### src/rtl/sobel_frame_sequencer_if.sv
// Handshake bundle between the Sobel frame sequencer and its camera, engine and display peers.
// The sequencer sits on the slave side; the system side drives the master modport.
interface sobel_frame_sequencer_if #(
   parameter int CNT_W = 8
);
   logic             enable;
   logic             frame_captured;
   logic             vsync_pulse;
   logic             sobel_done;
   logic             sobel_start;
   logic             capture_sel;
   logic             sobel_sel;
   logic             edge_valid;
   logic             busy;
   logic             timeout_err;
   logic [CNT_W-1:0] frame_count;
   logic [CNT_W-1:0] dropped_count;

   modport master (
      output enable, frame_captured, vsync_pulse, sobel_done,
      input  sobel_start, capture_sel, sobel_sel, edge_valid, busy,
             timeout_err, frame_count, dropped_count
   );

   modport slave (
      input  enable, frame_captured, vsync_pulse, sobel_done,
      output sobel_start, capture_sel, sobel_sel, edge_valid, busy,
             timeout_err, frame_count, dropped_count
   );
endinterface

### src/rtl/sobel_frame_sequencer.sv
// Swaps the double-buffered picture memory per captured frame, runs the Sobel engine,
// publishes the edge map on vsync, and watches for a hung engine and dropped frames.
module sobel_frame_sequencer #(
   parameter int TIMEOUT_CYCLES = 8_000_000,
   parameter int CNT_W          = 8
) (
   input logic                     clk,
   input logic                     reset,
   sobel_frame_sequencer_if.slave  seq
);
   localparam int RUN_W = (TIMEOUT_CYCLES > 1) ? $clog2(TIMEOUT_CYCLES) : 1;
   localparam logic [RUN_W-1:0] RUN_LAST = RUN_W'(TIMEOUT_CYCLES - 1);

   typedef enum logic [2:0] {
      IDLE,
      WAIT_FRAME,
      ARM,
      RUN,
      PUBLISH
   } state_t;

   state_t           state, state_next;
   logic             arm_cnt;
   logic [RUN_W-1:0] run_cnt;
   logic             swap, publish, timeout_hit, drop;

   logic             sobel_start, capture_sel, sobel_sel, edge_valid, busy, timeout_err;
   logic [CNT_W-1:0] frame_count, dropped_count;

   // NOTE: every output of this block gets a default first so no path leaves a latch behind.
   always_comb begin
      state_next  = state;
      swap        = 1'b0;
      publish     = 1'b0;
      timeout_hit = 1'b0;
      case (state)
         IDLE:       if (seq.enable) state_next = WAIT_FRAME;
         WAIT_FRAME: if (seq.frame_captured) begin
                        state_next = ARM;
                        swap       = 1'b1;
                     end
         ARM:        if (arm_cnt) state_next = RUN;
         RUN:        if (seq.sobel_done) begin
                        state_next = PUBLISH;
                     end else if (run_cnt == RUN_LAST) begin
                        state_next  = WAIT_FRAME;
                        timeout_hit = 1'b1;
                     end
         PUBLISH:    if (seq.vsync_pulse) begin
                        state_next = WAIT_FRAME;
                        publish    = 1'b1;
                     end
         default:    state_next = IDLE;
      endcase
      if (!seq.enable) begin
         state_next  = IDLE;
         swap        = 1'b0;
         publish     = 1'b0;
         timeout_hit = 1'b0;
      end
   end

   // The camera keeps overwriting its own buffer whenever the engine side is occupied.
   assign drop = seq.frame_captured && (state inside {ARM, RUN, PUBLISH});

   // NOTE: all sequential state uses non-blocking assignments so every flop sees pre-edge values.
   always_ff @(posedge clk) begin
      if (reset) begin
         state         <= IDLE;
         arm_cnt       <= 1'b0;
         run_cnt       <= '0;
         sobel_start   <= 1'b0;
         capture_sel   <= 1'b0;
         sobel_sel     <= 1'b1;
         edge_valid    <= 1'b0;
         busy          <= 1'b0;
         timeout_err   <= 1'b0;
         frame_count   <= '0;
         dropped_count <= '0;
      end else begin
         state       <= state_next;
         arm_cnt     <= (state == ARM) ? ~arm_cnt : 1'b0;
         run_cnt     <= (state == RUN) ? run_cnt + 1'b1 : '0;
         sobel_start <= state_next inside {RUN, PUBLISH};
         busy        <= state_next inside {ARM, RUN, PUBLISH};
         if (swap) begin
            capture_sel <= ~capture_sel;
            sobel_sel   <= capture_sel;
         end
         if (swap || !seq.enable) edge_valid <= 1'b0;
         else if (publish)        edge_valid <= 1'b1;
         if (timeout_hit) timeout_err <= 1'b1;
         if (publish)     frame_count <= frame_count + 1'b1;
         if (drop && (dropped_count != '1)) dropped_count <= dropped_count + 1'b1;
      end
   end

   assign seq.sobel_start   = sobel_start;
   assign seq.capture_sel   = capture_sel;
   assign seq.sobel_sel     = sobel_sel;
   assign seq.edge_valid    = edge_valid;
   assign seq.busy          = busy;
   assign seq.timeout_err   = timeout_err;
   assign seq.frame_count   = frame_count;
   assign seq.dropped_count = dropped_count;
endmodule

### src/flat_wrapper.sv
// flat-port wrapper written by rule: the top's interface ports become plain ports
module sobel_frame_sequencer_flat 
#(
   parameter int TIMEOUT_CYCLES = 8_000_000,
   parameter int CNT_W          = 8
)
  (clk, reset, seq_enable, seq_frame_captured, seq_vsync_pulse, seq_sobel_done, seq_sobel_start, seq_capture_sel, seq_sobel_sel, seq_edge_valid, seq_busy, seq_timeout_err, seq_frame_count, seq_dropped_count);
  sobel_frame_sequencer_if #(.CNT_W(CNT_W)) seq_i ();
  input logic clk;
  input logic reset;
  input wire logic [$bits(seq_i.enable)-1:0] seq_enable;
  input wire logic [$bits(seq_i.frame_captured)-1:0] seq_frame_captured;
  input wire logic [$bits(seq_i.vsync_pulse)-1:0] seq_vsync_pulse;
  input wire logic [$bits(seq_i.sobel_done)-1:0] seq_sobel_done;
  output wire logic [$bits(seq_i.sobel_start)-1:0] seq_sobel_start;
  output wire logic [$bits(seq_i.capture_sel)-1:0] seq_capture_sel;
  output wire logic [$bits(seq_i.sobel_sel)-1:0] seq_sobel_sel;
  output wire logic [$bits(seq_i.edge_valid)-1:0] seq_edge_valid;
  output wire logic [$bits(seq_i.busy)-1:0] seq_busy;
  output wire logic [$bits(seq_i.timeout_err)-1:0] seq_timeout_err;
  output wire logic [$bits(seq_i.frame_count)-1:0] seq_frame_count;
  output wire logic [$bits(seq_i.dropped_count)-1:0] seq_dropped_count;
  assign seq_i.enable = seq_enable;
  assign seq_i.frame_captured = seq_frame_captured;
  assign seq_i.vsync_pulse = seq_vsync_pulse;
  assign seq_i.sobel_done = seq_sobel_done;
  assign seq_sobel_start = seq_i.sobel_start;
  assign seq_capture_sel = seq_i.capture_sel;
  assign seq_sobel_sel = seq_i.sobel_sel;
  assign seq_edge_valid = seq_i.edge_valid;
  assign seq_busy = seq_i.busy;
  assign seq_timeout_err = seq_i.timeout_err;
  assign seq_frame_count = seq_i.frame_count;
  assign seq_dropped_count = seq_i.dropped_count;
  sobel_frame_sequencer #(.TIMEOUT_CYCLES(TIMEOUT_CYCLES), .CNT_W(CNT_W)) u_core (.clk(clk), .reset(reset), .seq(seq_i));
endmodule
### config.mk
export PLATFORM = sky130hd
export DESIGN_NAME = sobel_frame_sequencer_flat
export DESIGN_NICKNAME = d
export VERILOG_FILES = /design/src/rtl/sobel_frame_sequencer_if.sv /design/src/rtl/sobel_frame_sequencer.sv /design/src/flat_wrapper.sv
export SDC_FILE = /design/constraint.sdc
export NUM_CORES = 1
export LEC_CHECK = 0
export ABC_AREA = 1
export CORE_ASPECT_RATIO = 1.5
export CORE_UTILIZATION = 48
export CTS_CLUSTER_DIAMETER = 40
export DETAILED_ROUTE_END_ITERATION = 8
export GPL_TIMING_DRIVEN = 0
export MAX_ROUTING_LAYER = met4
export PLACE_DENSITY = 0.7
export RECOVER_POWER = 100
export SLEW_MARGIN = 30
export SYNTH_ARGS = -nofsm -noshare
export SYNTH_HDL_FRONTEND = slang
export SYNTH_SLANG_ARGS = --single-unit
### constraint.sdc
create_clock -name clk -period 3.05 [get_ports clk]
set_input_delay 0.61 -clock clk [delete_from_list [all_inputs] [get_ports clk]]
set_output_delay 0.61 -clock clk [all_outputs]
set_load 0.02 [all_outputs]
==> results.toml, run 1 <==
[drt]
wl_mm = 4.999
drc = 0
wl_met3_um = 139
viasPerCell = 5.057
wl_met1_mm = 2.100
dr_wl_met2_mm = 2.665
dr.pass1.iters = 4
drt_iter0_drc = 65
routed.top_layer = "met4"
routedWlPerCell_um = 11.87
ant_nets = 0
num_vias = 2129

[power_and_ir_drop]
total_power_mw = 1.159
leakage_nw = 1.084
switchingPower_uw = 235.8
p_sw_frac = 0.2034
internal-power_uw = 923.4
p_clk_frac = 0.414
p_per_area_mw_per_mm2 = 422.5
peakVddDrop_v = 0.0002783
combPwrFrac = 0.030
seqPwrFrac = 0.556

[clock_network]
cts_resized = 0
clock_sinks = 49
cts_tree = "done"
hold_buffers = 0
clock_latency_ps = 300
ctsHtreeMaxLevel = 2
cts-buffers-inserted = 5
cts_root_buffer = "clkbuf_8"
clk_pin_slew_ps = 90
clockBufferDepth = 2
cts_setup_buffers = 0

[floorplanning]
die_w_um = 58.75
initial_utilization = 0.5063
die_area_mm2 = 0.005118
core_area_mm2 = 0.004579
die_y_um = 87.12
num_rows = 30
io_pins = 28

[status]
outcome = "complete, no violations"

[cells_and_area]
layout-drive-gt1-share = 0.05322
antenna_cells = 0
nFillCells = 475
finalInstanceArea_mm2 = 0.002744
nets = 365
syn_to_final_growth_pct = 18.35
final_cells = 421

[global_route]
grt_overflow = 0
antenna_found_initial = 0
grt_pass1_vias = 2018
track_usage = 0.2254
grt_pass1_wl_mm = 8.604
grt_max_degree = 15

[critical_path]
crit_path_end_kind = "flip-flop"
crit_required_ps = 3280
critPathSlowestCell = "dlygate4sd3_1"
crit_type = "in2reg"
worst_path_largest_cell_delay_ps = 640
worstPathCellList = "dlygate4sd3_1, nor2_1, inv_1, clkbuf_1, a21oi_1"
critPathLaunchType = "primary input"
worstPathMaxFanout = 10
arrival_ps = 2390

[timing]
max_slew.worst_pin.slew_ps = 607.6
skew_ps = 4.561
max_freq_ghz = 0.4635
finalHoldViolations = 0
setup-tns-final_ps = 0
rsz0062_at_grt = "false"
report.final.setup_viol = 0
final-max-slew-violation-count = 0
relSlewSlack = 0.5912
post-route-period-util = 0.7074
fin_crit_ps = 2157

[synthesis]
yosys-top-cells-area = "dfxtp_1 42%, nand2_1 10%, a21oi_1 6.9%"
synth-edff-count = 0
syn_area_mm2 = 0.002318
synthFlopType = "dfxtp_1"
synth.net_count = 331
async_reset_ff_frac = 0
synth_top_area_frac = 0.4231
yosysTopAreaCell = "dfxtp_1"
synthCells = 322
synth.avg_cell_area_um2 = 7.200
ys_seq_elements = 49
seq_area_frac_synth = 0.4231
synth_cell_types = 31
ys_warn_count = 0

[hold_path]
hold_path.class = "reg2reg"

[job]
maxCapViolations = 0

[placement]
place_area_mm2 = 0.002669
portBuffers = 27
place_inst = 413
dp_hpwl_mm = 3.762
place_congestion = 0.9112
==> cell type report <==
cell class / instances / area (um2) / area share
plain buffers: 3 / 11.26 / 0.004104
clock buffers: 7 / 86.33 / 0.03146
clock inverters: 1 / 30.03 / 0.01094
inverters: 39 / 146.4 / 0.05335
multi-input cells: 231 / 1139 / 0.4150
flip-flops and latches: 49 / 980.9 / 0.3575
well taps: 64 / 80.08 / 0.02918
repair buffers: 27 / 270.3 / 0.09850
==> power by group through the flow <==
stage	Clock, mW	Combinational [mW]	Sequential (mW)
after global routing	0.523	0.0398	0.645
after detailed placement	0	0.0382	0.660
after global placement	0	0.0379	0.660
after CTS	0.493	0.0383	0.645
after floorplan	0	0.0179	0.662
final	0.480	0.0352	0.645
==> stage by stage <==
step | worst slack, ps | utilization | hold WS (ps)
final | 892.5 | 0.5992 | 446.7
after global routing | 766.3 | 0.5992 | 473.7
after CTS | 1076 | 0.6082 | 455.4
after detailed placement | 900.7 | 0.5828 | 441.9
after global placement | 900.3 | 0.5828 | 435.8
after floorplan | 1523 | - | 399.7
==> registers in the layout, summed over array words and instances (netlist names) <==
| name | cells |
|---|---|
| u_core.seq.timeout_err | 1 |
| u_core.seq.capture_sel | 1 |
| u_core.seq.busy | 1 |
| u_core.run_cnt | 23 |
| u_core.seq.frame_count | 8 |
| u_core.seq.dropped_count | 8 |
| u_core.seq.sobel_sel | 1 |
| u_core.seq.edge_valid | 1 |
| u_core.seq.sobel_start | 1 |
| u_core.arm_cnt | 1 |
| u_core.state | 3 |
==> layout by cell type (no fill, tap or decap), drive strengths merged <==
cell	Yosys	routed
or2	5	5
clkbuf	2	10
a21boi	1	1
nand2	68	68
nor4	2	2
bufinv	0	1
or3	1	1
and3	2	2
xnor2	4	4
nand4	12	12
nor2	49	49
a21oi	32	32
o2111a	1	1
inv	39	39
dlygate4sd3	0	25
dfxtp	49	49
nand3b	1	1
o22ai	1	1
clkdlybuf4s50	0	2
o21ai	12	12
o21a	5	5
ha	3	3
nor3	11	11
nand3	21	21
==> worst paths after layout <==
path	startpoint	endpoint	slack (ps)	cells past startpoint
max reg2reg	u_core.state[2]$_SDFF_PP0_	u_core.run_cnt[6]$_SDFF_PP0_	1180	8
max	reset	u_core.run_cnt[6]$_SDFF_PP0_	890	5
min reg2reg	u_core.arm_cnt$_SDFF_PP0_	u_core.arm_cnt$_SDFF_PP0_	450	1
min	u_core.arm_cnt$_SDFF_PP0_	u_core.arm_cnt$_SDFF_PP0_	450	1
==> per-layer routing <==
metal	vias up	GRT usage
li1	1124	-
met1	963	0.2318
met2	34	0.4019
met3	8	0.04606
met4	0	0.1017
met5	-	-
==> cells by family after synthesis <==
kind of cell / Yosys count / share of synthesized area
and+or+nand+nor: 172 / 0.3524
AOI/OAI and AO/OA: 52 / 0.1220
DFF: 49 / 0.4231
buffers and inverters: 42 / 0.07124
xor gates and xnor gates: 4 / 0.01511
adders and majority gates: 3 / 0.01619
==> cells in the mapped netlist (2+ instances only) <==
cell and count:
nand2_1 64, dfxtp_1 49, nor2_1 41, inv_1 34, a21oi_1 32, nand3_1 19, o21ai_0 12, nand4_1 11
nor3_1 11, inv_2 5, o21a_1 5, nand2_2 4, nor2_2 4, nor2_4 4, xnor2_1 4, ha_1 3
and3_1 2, clkbuf_1 2, nand3_2 2, or2_1 2, or2_2 2
==> worst max-delay path, delay by kind of cell <==
kind	cells	cell delay (ps)
and+or+nand+nor	1	360
AOI/OAI and AO/OA	1	190
buffers and inverters	3	1230
(Power assumes the default switching activity.)
==> run 2: changes to the inputs <==
--- a/config.mk
+++ b/config.mk
@@ -12,7 +12,7 @@
 export DETAILED_ROUTE_END_ITERATION = 8
 export GPL_TIMING_DRIVEN = 0
 export MAX_ROUTING_LAYER = met4
-export PLACE_DENSITY = 0.7
+export PLACE_DENSITY = 0.73
 export RECOVER_POWER = 100
 export SLEW_MARGIN = 30
 export SYNTH_ARGS = -nofsm -noshare
==> constraint.sdc (replaced) <==
create_clock -name clk -period 1.8 [get_ports clk]
set_input_delay 0.36 -clock clk [delete_from_list [all_inputs] [get_ports clk]]
set_output_delay 0.36 -clock clk [all_outputs]
set_load 0.02 [all_outputs]
==> results.toml, run 2 (synthesis results as in run 1) <==
[global_route]
grt_overflow = 0
grt_pass1_vias = 1984
grt_max_degree = 15
antenna_found_initial = 0
track_usage = 0.2193
grt_pass1_wl_mm = 8.383

[power_and_ir_drop]
peakVddDrop_v = 0.0005458
p_sw_frac = 0.2295
seqPwrFrac = 0.609
switchingPower_uw = 411.7
combPwrFrac = 0.035
internal-power_mw = 1.383
p_clk_frac = 0.356
p_per_area_mw_per_mm2 = 657.8
leakage_nw = 1.026

[critical_path]
worstPathMaxFanout = 4
endpoint = "seq_dropped_count[1]"
crit_type = "reg2out"
crit_path_end_kind = "primary output"
worst_path_largest_cell_delay_ps = 690
reg2regPathDepth = 8
critPathSlowestCell = "dlygate4sd3_1"
arrival_ps = 1370
crit_required_ps = 1440
critPathTopFamily = "buffers and inverters"
timing.rr.start = "u_core.state[2]$_SDFF_PP0_"
path_depth = 1
regToRegSetupSlack_ps = 160
path_buf_inv = 1
crit_start = "u_core.seq.dropped_count[1]$_SDFFE_PP0P_"
rr_endpoint = "u_core.run_cnt[11]$_SDFF_PP0_"
critPathLaunchType = "flip-flop"
worstPathCellList = "dlygate4sd3_1"

[drt]
dr.pass1.iters = 4
num_vias = 2173
wl_mm = 5.007
ant_nets = 0
drc = 0
viasPerCell = 5.162
drt_iter0_drc = 89
routedWlPerCell_um = 11.89

[clock_network]
cts_setup_buffers = 0
ctsHtreeMaxLevel = 2
clock_latency_ps = 300
clk_pin_slew_ps = 90
cts-buffers-inserted = 5
cts_resized = 0
cts_root_buffer = "clkbuf_8"
clock_sinks = 49
cts_tree = "done"
hold_buffers = 0
clockBufferDepth = 2

[cells_and_area]
final_common_cell = "nand2_1"
layout-drive-gt1-share = 0.06443
nets = 365
antenna_cells = 0
largest_register = "u_core.run_cnt"
reg_top3 = "u_core.run_cnt: 23 flops, u_core.seq.dropped_count: 8 flops, u_core.seq.frame_count: 8 flops"
syn_to_final_growth_pct = 17.65
finalInstanceArea_mm2 = 0.002728
final_cell_mix = "65 x nand2_1, 49 x dfxtp_1, 43 x nor2_1, 38 x inv_1, 32 x a21oi_1"
largest_reg_flops = 23

[floorplanning]
die_w_um = 58.75
num_rows = 30
die_area_mm2 = 0.005118
initial_utilization = 0.5063
die_y_um = 87.12
core_area_mm2 = 0.004579
io_pins = 28

[hold_path]
hold_start = "u_core.arm_cnt$_SDFF_PP0_"
hold_path.class = "reg2reg"

[timing]
post-route-period-util = 0.9594
report.final.setup_viol = 0
rsz0062_at_grt = "false"
max_slew.worst_pin.slew_ps = 497.5
max_freq_ghz = 0.5790
setup-tns-final_ps = 0
whs_ps = 442.9
relSlewSlack = 0.6683
finalHoldViolations = 0
fin_crit_ps = 1727
skew_ps = 5.585
final-max-slew-violation-count = 0

[status]
outcome = "complete, no violations"

[placement]
place_area_mm2 = 0.002669
dp_hpwl_mm = 3.723
portBuffers = 27
place_congestion = 0.8737

[job]
maxCapViolations = 0
## run 2: cell types whose count changed in the layout (fill, tap and decap cells not counted), sizes merged
cell / before / now
bufinv: 1 / 0
clkbuf: 10 / 9
dlygate4sd3: 25 / 11
clkinv: 0 / 2
clkdlybuf4s50: 2 / 16
## run 2: layout make-up
type / instances / area [um2]
plain buffers: 3 / 12.51
clock buffers: 6 / 72.57
clock inverters: 2 / 10.01
fillers: 465 / 1852
inverters: 39 / 146.4
multi-input cells: 231 / 1155
flip-flops and latches: 49 / 980.9
well taps: 64 / 80.08
repair buffers: 27 / 270.3
## run 2: power by group through the flow
stage	Sequential [mW]	Clock, mW	Combinational [mW]
4_1_cts	1.09	0.652	0.0655
3_5_place_dp	1.12	0	0.0654
6_report	1.09	0.639	0.0631
2_1_floorplan	1.12	0	0.0303
5_1_grt	1.09	0.707	0.0692
3_3_place_gp	1.12	0	0.0641
## run 2: worst min-delay path by stage
stage                                     end  slack (ps)  cells after the start
finish              u_core.arm_cnt$_SDFF_PP0_         440                      1
global route        u_core.arm_cnt$_SDFF_PP0_         450                      1
CTS                 u_core.arm_cnt$_SDFF_PP0_         440                      1
detailed placement  u_core.arm_cnt$_SDFF_PP0_         430                      1
global placement    u_core.arm_cnt$_SDFF_PP0_         420                      1
floorplan           u_core.arm_cnt$_SDFF_PP0_         400                      1
## run 2: per-layer routing
metal  global-route usage  wire length [um]  up-vias
met3              0.03715               181       13
met2               0.3895              2573       44
met1               0.2315              2121      993
met4              0.09957               131        0
li1                     -                 -     1123
met5                    -                 0        -
## run 2: stage by stage
stage,util,setup slack (ps),instances,total power [mW]
floorplan,-,273.4,322,1.151
global placement,0.5828,-88.63,413,1.182
detailed placement,0.5828,-106.9,413,1.183
CTS,0.6008,77.79,421,1.810
global route,0.5956,19.78,421,1.870
finish,0.5956,73.01,421,1.794
